## src/rtl/led_phase_scheduler.sv

```systemverilog
// Frame sequencer for the optical front end: drives RED, IR and optional dark phases
// on shared LED/PGA/DAC resources, averages an ADC burst per phase, publishes one set per frame.
module led_phase_scheduler #(
    parameter int SETTLE_CYC   = 3,
    parameter int LOG2_SAMPLES = 2,
    parameter bit DARK_EN      = 1'b1
) (
    input  logic       CLK,
    input  logic       rst_n,
    input  logic       enable,
    input  logic [3:0] RED_PGA,
    input  logic [6:0] RED_DC,
    input  logic [3:0] IR_PGA,
    input  logic [6:0] IR_DC,
    input  logic [7:0] ADC,
    output logic       LED_RED,
    output logic       LED_IR,
    output logic [3:0] PGA_Gain,
    output logic [6:0] DC_Comp,
    output logic [7:0] RED_ADC_Value,
    output logic [7:0] IR_ADC_Value,
    output logic [7:0] DARK_ADC_Value,
    output logic       sample_valid,
    output logic       busy,
    output logic [1:0] phase
);
    localparam int N     = 1 << LOG2_SAMPLES;
    localparam int ACC_W = 8 + LOG2_SAMPLES;
    localparam int MAXC  = (SETTLE_CYC > N) ? SETTLE_CYC : N;
    localparam int CNT_W = $clog2(MAXC + 1);
    localparam logic [CNT_W-1:0] SETTLE_LAST = CNT_W'(SETTLE_CYC - 1);
    localparam logic [CNT_W-1:0] ACQ_LAST    = CNT_W'(N - 1);

    typedef enum logic [2:0] {
        IDLE, RED_SETTLE, RED_ACQ, IR_SETTLE, IR_ACQ, DARK_SETTLE, DARK_ACQ
    } state_t;

    function automatic logic [7:0] average(input logic [ACC_W-1:0] total);
        return 8'(total >> LOG2_SAMPLES);
    endfunction

    state_t           state_q, state_d;
    logic [CNT_W-1:0] cnt_q, cnt_d;
    logic [ACC_W-1:0] acc_q, acc_d;
    logic [7:0]       red_hold_q, red_hold_d, ir_hold_q, ir_hold_d;
    logic [7:0]       red_val_q, red_val_d, ir_val_q, ir_val_d, dark_val_q, dark_val_d;
    logic             led_red_q, led_red_d, led_ir_q, led_ir_d;
    logic [3:0]       pga_q, pga_d;
    logic [6:0]       dc_q, dc_d;
    logic             valid_q, valid_d, busy_q, busy_d;
    logic [1:0]       phase_q, phase_d;
    logic [ACC_W-1:0] sum;
    logic [7:0]       avg;
    logic             frame_end;

    // Sum includes the sample taken on this edge, so the last ACQ edge sees the full burst.
    assign sum = acc_q + ACC_W'(ADC);
    assign avg = average(sum);

    always_comb begin
        state_d    = state_q;
        cnt_d      = cnt_q;
        acc_d      = acc_q;
        red_hold_d = red_hold_q;
        ir_hold_d  = ir_hold_q;
        red_val_d  = red_val_q;
        ir_val_d   = ir_val_q;
        dark_val_d = dark_val_q;
        led_red_d  = 1'b0;
        led_ir_d   = 1'b0;
        pga_d      = pga_q;
        dc_d       = dc_q;
        valid_d    = 1'b0;
        busy_d     = 1'b0;
        phase_d    = 2'd0;
        frame_end  = 1'b0;

        case (state_q)
            IDLE: begin
                cnt_d = '0;
                if (enable) state_d = RED_SETTLE;
            end
            RED_SETTLE, IR_SETTLE, DARK_SETTLE: begin
                cnt_d = cnt_q + CNT_W'(1);
                if (cnt_q == SETTLE_LAST) begin
                    cnt_d   = '0;
                    acc_d   = '0;
                    state_d = (state_q == RED_SETTLE) ? RED_ACQ :
                              (state_q == IR_SETTLE)  ? IR_ACQ  : DARK_ACQ;
                end
            end
            RED_ACQ, IR_ACQ, DARK_ACQ: begin
                cnt_d = cnt_q + CNT_W'(1);
                acc_d = sum;
                if (cnt_q == ACQ_LAST) begin
                    cnt_d = '0;
                    acc_d = '0;
                    if (state_q == RED_ACQ) begin
                        red_hold_d = avg;
                        state_d    = IR_SETTLE;
                    end else if (state_q == IR_ACQ) begin
                        ir_hold_d = avg;
                        if (DARK_EN) state_d = DARK_SETTLE;
                        else         frame_end = 1'b1;
                    end else begin
                        frame_end = 1'b1;
                    end
                end
            end
            default: state_d = IDLE;
        endcase

        // Publish all three phases together; the final phase's average bypasses its holding register.
        if (frame_end) begin
            red_val_d  = red_hold_q;
            ir_val_d   = DARK_EN ? ir_hold_q : avg;
            dark_val_d = DARK_EN ? avg : 8'd0;
            valid_d    = 1'b1;
            state_d    = enable ? RED_SETTLE : IDLE;
        end

        case (state_d)
            RED_SETTLE, RED_ACQ: begin
                led_red_d = 1'b1;
                phase_d   = 2'd1;
            end
            IR_SETTLE, IR_ACQ: begin
                led_ir_d = 1'b1;
                phase_d  = 2'd2;
            end
            DARK_SETTLE, DARK_ACQ: phase_d = 2'd3;
            default: phase_d = 2'd0;
        endcase
        busy_d = (state_d != IDLE);

        // Analogue settings are latched only when a phase begins, never mid-phase.
        if (state_d != state_q) begin
            if (state_d == RED_SETTLE || state_d == DARK_SETTLE) begin
                pga_d = RED_PGA;
                dc_d  = RED_DC;
            end else if (state_d == IR_SETTLE) begin
                pga_d = IR_PGA;
                dc_d  = IR_DC;
            end
        end
    end

    always_ff @(posedge CLK or negedge rst_n) begin
        if (!rst_n) begin
            state_q    <= IDLE;
            cnt_q      <= '0;
            acc_q      <= '0;
            red_hold_q <= 8'd0;
            ir_hold_q  <= 8'd0;
            red_val_q  <= 8'd0;
            ir_val_q   <= 8'd0;
            dark_val_q <= 8'd0;
            led_red_q  <= 1'b0;
            led_ir_q   <= 1'b0;
            pga_q      <= 4'd0;
            dc_q       <= 7'd127;
            valid_q    <= 1'b0;
            busy_q     <= 1'b0;
            phase_q    <= 2'd0;
        end else begin
            state_q    <= state_d;
            cnt_q      <= cnt_d;
            acc_q      <= acc_d;
            red_hold_q <= red_hold_d;
            ir_hold_q  <= ir_hold_d;
            red_val_q  <= red_val_d;
            ir_val_q   <= ir_val_d;
            dark_val_q <= dark_val_d;
            led_red_q  <= led_red_d;
            led_ir_q   <= led_ir_d;
            pga_q      <= pga_d;
            dc_q       <= dc_d;
            valid_q    <= valid_d;
            busy_q     <= busy_d;
            phase_q    <= phase_d;
        end
    end

    assign LED_RED        = led_red_q;
    assign LED_IR         = led_ir_q;
    assign PGA_Gain       = pga_q;
    assign DC_Comp        = dc_q;
    assign RED_ADC_Value  = red_val_q;
    assign IR_ADC_Value   = ir_val_q;
    assign DARK_ADC_Value = dark_val_q;
    assign sample_valid   = valid_q;
    assign busy           = busy_q;
    assign phase          = phase_q;
endmodule
```

## config.mk

```make
export PLATFORM = sky130hd
export DESIGN_NAME = led_phase_scheduler
export DESIGN_NICKNAME = d
export VERILOG_FILES = /design/src/rtl/led_phase_scheduler.sv
export SDC_FILE = /design/constraint.sdc
export NUM_CORES = 1
export LEC_CHECK = 0
export ABC_AREA = 0
export CAP_MARGIN = 20
export CORE_MARGIN = 5
export CORE_UTILIZATION = 30
export CTS_BUF_LIST = sky130_fd_sc_hd__clkbuf_8
export DETAILED_ROUTE_END_ITERATION = 12
export GPL_TIMING_DRIVEN = 0
export PLACE_DENSITY = 0.52
export SYNTH_ARGS = -nofsm -noshare
export SYNTH_HDL_FRONTEND = slang
export SYNTH_SLANG_ARGS = --single-unit
export TNS_END_PERCENT = 10
```

## constraint.sdc

```tcl
create_clock -name CLK -period 3.2 [get_ports CLK]
set_input_delay 0.64 -clock CLK [delete_from_list [all_inputs] [get_ports CLK]]
set_output_delay 0.64 -clock CLK [all_outputs]
set_load 0.02 [all_outputs]
```

# Yosys cells after proc, flatten, opt, wreduce, memory -nomap -nowiden
# Cells that the tools add are included.
[word_totals]
reg_bits = 73
latchBits = 0
ramBits = 0
rom_bits = 0
inputBits = 33
out_inout_bits = 41
elab_cells = 77
mem_count = 0
[op_classes]
addsub = 2
n_mul = 0
n_div = 0
magnitude_cmp = 0
n_eq_ne = 16
shifts = 0
n_mux = 28
n_bitwise = 1
n_reduce_logical = 15
[op_table]
columns = ["cell", "count"]
rows = [
  ["3-bit two-way mux", 9],
  ["10-bit two-way mux", 2],
  ["10-bit case mux with 2 select lines", 1],
  ["3-bit by 2-bit == test with 1-bit output, second input constant", 6],
  ["3-bit == test, second input constant", 6],
  ["3-bit case mux with 3 select lines", 2],
  ["7-bit two-way mux", 2],
  ["10-bit by 8-bit adder with 10-bit output", 1],
  ["1-bit two-way mux", 8],
  ["4-bit two-way mux", 2],
  ["3-bit by 1-bit == test with 1-bit output, second input constant", 2],
  ["2-bit case mux with 3 select lines", 1],
  ["3-bit nonzero test", 2],
  ["2-bit OR reduction", 3],
  ["3-bit OR reduction", 2],
  ["2-bit AND reduction", 2],
  ["4-bit AND reduction", 1],
  ["2-bit nonzero test", 2],
  ["3-bit by 1-bit adder with 3-bit output, second input constant", 1],
  ["3-bit logical NOT", 1],
  ["3-bit != test", 1],
  ["3-bit AND reduction", 1],
  ["2-bit two-way mux", 1],
  ["2-bit != test, second input constant", 1],
  ["other kinds (2)", 2],
]

# Longest topological paths before layout
[logic_depth]
ltp_word = 10
ltp_mapped = 14
mapped_depth_nobuf = 13

# Least setup slack after synthesis
# No wires, ideal clock.
[synth_path]
path_kind = "reg-to-reg"
start = "register cnt_q[0]"
end = "register phase_q[1] (netlist: phase[1])"
setup_time_ns = 0.132
arrival_time_ns = 2.489
t_required_ns = 3.068
path_slack_ns = 0.579
path_stages_with_launch = 13
path_buffers = 3
period_less_slack_ns = 2.621
cell_sequence = "dfrtp_1 ha_1 ha_1 buf_4 o22ai_1 nor2_1 o21ai_0 inv_1 ha_1 clkbuf_1 clkbuf_1 nor4_1 a21oi_1"
[synth_via]
elab_chain_cells = 7
word_cells_on_any_way = 18
classes_between = "eq/ne (8); mux (7); reduce/logical (3)"
[synth_lines]
columns = ["element", "line", "rtl"]
rows = [
  ["start, declared", "43", "logic [CNT_W-1:0] cnt_q, cnt_d;"],
  ["start signal, assigned", "167", "cnt_q <= cnt_d;"],
  ["3-bit by 2-bit == test with 1-bit output, on equally long branches", "95, 85", ""],
  ["3-bit two-way mux (tied with other cells)", "95", "if (cnt_q == ACQ_LAST) begin"],
  ["3-bit case mux with 3 select lines or 1-bit two-way mux (tied branches)", "78", "case (state_q)"],
  ["3-bit two-way mux *", "114", "if (frame_end) begin"],
  ["via state_d[0]", "42", "state_t state_q, state_d;"],
  ["3-bit == test (tied with other cells)", "122", "case (state_d)"],
  ["2-bit OR reduction", "122", ""],
  ["2-bit case mux with 3 select lines *", "122", ""],
  ["via phase_d[1]", "51", "logic [1:0] phase_q, phase_d;"],
  ["end signal, assigned", "180", "phase_q <= phase_d;"],
  ["end, declared", "51", ""],
]
# The timed path passes the listed nets; every way through them passes the cells marked *.
# A chain may end at the register's enable or synchronous reset.

# Final worst setup path
[layout_path]
start = "register cnt_q[0]"
end = "register pga_q[0] (netlist: PGA_Gain[0])"
[layout_via]
elab_chain_cells = 8
word_cells_on_any_way = 16
classes_between = "eq/ne (6); mux (7); reduce/logical (3)"
[layout_lines]
columns = ["element", "line", "rtl"]
rows = [
  ["3-bit by 2-bit == test with 1-bit output, on equally long branches", "95, 85", ""],
  ["3-bit two-way mux (tied with other cells)", "95", ""],
  ["3-bit case mux with 3 select lines or 1-bit two-way mux (tied branches)", "78", ""],
  ["3-bit two-way mux *", "114", ""],
  ["3-bit by 1-bit == test with 1-bit output or 3-bit == test (tied branches)", "138", "if (state_d == RED_SETTLE || state_d == DARK_SETTLE) begin"],
  ["1-bit logical OR", "138", ""],
  ["2-bit nonzero test (no source line)", "--", ""],
  ["2-bit AND reduction (no source line)", "--", ""],
  ["end signal, assigned", "176", "pga_q <= pga_d;"],
  ["end, declared", "48", "logic [3:0] pga_q, pga_d;"],
]
# Mark *: on every way between the ends. The rest lies on a longest branch, timed or not.

==> flow_summary.ini <==
[power_and_ir_drop]
p_switching_uw = 1780
combPwrFrac_pct = 47.7
p_int_uw = 2650
p_leak_uw = 0.00218
clkPwrFrac_pct = 18.8
seqPwrFrac_pct = 33.4
switching_share_pct = 40.2
power_density_nw_per_um2 = 947
worst_ir_drop_vdd_v = 0.000458

[run_status]
status = finished, final reports clean

[floorplanning]
die_area_um2 = 14000
fp-row-count = 39
core_area_um2 = 11500
ios = 74
start_util_pct = 30.6
die_y_um = 118
die_w_um = 118

[setup_path]
regToRegStartpoint = cnt_q[0]
crit_slowest_cell = dfrtp_1
crit_chain = ha_1, ha_1, buf_4, nor2_1, o21ai_0, a21boi_0, ha_1, clkbuf_1, clkbuf_2, mux2i_1, o21ai_0
critPathArrivalTime_ps = 3140
crit_start = cnt_q[0]
r2r_cells = 11
critPathCaptureType = flip-flop
critPathCapture = PGA_Gain[0]
crit_cells = 11
cp_common_cell = ha_1
critPathMaxStageDelay_ps = 410
setup.worst_path.class = reg -> reg
crit_family = buffers and inverters
worst-path-max-fanout = 10
r2r-end = PGA_Gain[0]
cp_num_buf_inv = 3
r2r_slack_ps = 290
critPathLaunchType = flip-flop
critPathRequiredTime_ps = 3430

[placed_design]
hpwl_um = 6220
place_area_um2 = 4440
routabilityCongestion = 0.773
numPortBuffers = 73

[global_routing]
grt_max_degree = 55
antenna_found_initial = 0
gr-total-overflow = 0
grt_pass1_wl_um = 14600
grt_pass1_vias = 2816
grtUsageTotal_pct = 12.9

[route]
drc = 0
wl_um = 8430
routed_via_density = 4.66
ant_nets = 0
wl_per_cell_um = 14.0
drtPass1Iterations = 4
num_vias = 2810
drt_iter0_drc = 104

[cells_and_area]
num-fill-cells = 1169
postLayoutCoreUtil_pct = 40.8
layout_commonest_cell = nand2_1
antenna_cells = 0
area_growth_pct = 33.2
nets = 505
layout_common_cells = nand2_1 (103), clkdlybuf4s50_1 (72), dfrtp_1 (66), o21ai_0 (44), ha_1 (16)
final_area_um2 = 4670
drive_gt1_share_pct = 8.70

[timing]
tightestPinTransition_ps = 597
setup_viol = 0
max_clock_freq_mhz = 344
fin_crit_ps = 2910
hold_violations = 0
drv_slew = 0
finClkSkew_ps = 11.0
rsz0062_at_grt = false
finalCritPeriodShare_pct = 90.9
slew_headroom_pct = 59.9

[logic_synthesis]
synth_cell_types = 49
synthArstFlopShare_pct = 100
syn_nets = 420
synth_top_area_cell = dfrtp_1
syn_inst = 370
synth_flop_cell = dfrtp_1
ys_warn_count = 0
synth_area_um2 = 3510
ys_ff_latch = 73
synth_top_area_share_pct = 47.1
yosysSeqAreaShare_pct = 52.3
synth_edf_count = 0
synthTopCellsByArea = dfrtp_1 (47%), nand2_1 (11%), o21ai_0 (6.4%), ha_1 (5.7%), dfstp_2 (5.2%)
synth_area_per_cell_um2 = 9.49

[clock_tree]
clockBufferDepth = 2
post_cts_buffers = 0
cts_root_buf = clkbuf_8
clock_sinks = 73
cts_tree = built
clkSlewWorstSetupHoldPaths_ps = 80
ctsHoldBuffers = 0
clock_latency_ps = 360
numCtsBuffers = 9
h-tree-depth = 3
ctsResizeCount = 0

[flow_run]
cap_violations = 0

[hold_path]
hp-class = in -> async
[cells by family (layout without fill, tap and decap cells)]
kind of cell,count (synthesis),in the layout,share of synthesized area [%]
AND/OR/NAND/NOR,149,149,18.2
AO/OA/AOI/OAI,82,82,14.3
flip-flops,73,73,52.3
buffers and inverters,30,120,3.60
adder cells (fa/ha/maj),17,17,6.27
multiplexers,13,13,3.78
XOR/XNOR,6,6,1.50
[final cells by class]
cell class              instances  area, um^2  share of cell area [%]
inverters                      12        45.0                   0.964
plain buffers                  18        82.6                    1.77
clock buffers                  11         151                    3.24
flip-flops and latches         73        1840                    39.3
clock inverters                 5        77.6                    1.66
multi-input cells             267        1550                    33.1
repair buffers                 74         756                    16.2
well taps                     143         179                    3.83
[state kept, by name (all words and copies together), names as in the netlist]
register	cells
RED_ADC_Value	8
state_q	3
acc_q	10
LED_IR	1
PGA_Gain	4
red_hold_q	8
IR_ADC_Value	8
phase	2
ir_hold_q	8
sample_valid	1
cnt_q	3
LED_RED	1
busy	1
DARK_ADC_Value	8
DC_Comp	7
[metal layers]
layer  share of wire [%]  GRT usage, %  up-vias
met5                   0             0        -
met4                 1.8          6.02        0
met3                 3.7          3.44        9
met2                  49          20.5       48
met1                  45          16.3     1315
li1                    -             -     1438
[power by group through the flow]
stage,Combinational [uW],Clock [uW],Sequential (uW)
2_1_floorplan,1160,0,1680
3_3_place_gp,2110,0,1490
3_5_place_dp,2140,0,1500
4_1_cts,2150,870,1480
5_1_grt,2370,902,1530
6_report,2110,834,1480
[synth_stat cells (2+ instances only)]
| cell type | number |
|---|---|
| a21oi_1 | 8 |
| mux2i_1 | 11 |
| nor2_1 | 13 |
| xor2_1 | 4 |
| a211oi_1 | 2 |
| dfstp_2 | 7 |
| o21a_1 | 2 |
| nand2_1 | 103 |
| dfrtp_1 | 66 |
| a22o_1 | 2 |
| o211ai_1 | 5 |
| nor3_1 | 4 |
| o21ai_0 | 45 |
| or4_1 | 4 |
| buf_4 | 2 |
| a21o_1 | 5 |
| mux2_2 | 2 |
| nor2b_1 | 3 |
| xnor2_1 | 2 |
| clkbuf_1 | 11 |
| buf_2 | 4 |
| o31ai_1 | 3 |
| and3_1 | 2 |
| inv_1 | 11 |
| ha_1 | 16 |
| nand3_1 | 10 |
[worst reg2reg max path: stages (launching register included)]
cell	delay (ps)
dfrtp_1	410
ha_1	200
ha_1	170
buf_4	180
nor2_1	80
o21ai_0	160
a21boi_0	380
ha_1	220
clkbuf_1	280
clkbuf_2	370
mux2i_1	250
o21ai_0	100
[stage by stage]
step | hold WS [ps] | total power (uW) | setup slack, ps | instances | TNS (ps)
6_report | 164 | 4430 | 291 | 603 | 0
2_1_floorplan | 344 | 2840 | 579 | 370 | 0
4_1_cts | 149 | 4510 | 65.1 | 603 | 0
5_1_grt | 167 | 4800 | 46.3 | 603 | 0
3_5_place_dp | 457 | 3640 | -27.6 | 587 | -35.1
3_3_place_gp | 454 | 3600 | -1150 | 586 | -77260
[worst min path at each step]
stage | startpoint | end | slack (ps) | depth (start not counted)
after floorplan | rst_n | DARK_ADC_Value[0] | 340 | 0
after global placement | red_hold_q[4] | RED_ADC_Value[4] | 450 | 2
after detailed placement | red_hold_q[7] | RED_ADC_Value[7] | 460 | 2
after CTS | rst_n | acc_q[6] | 150 | 1
after global routing | rst_n | acc_q[6] | 170 | 1
final | rst_n | DARK_ADC_Value[1] | 160 | 1
No activity file was read; power rests on OpenSTA's default activity.
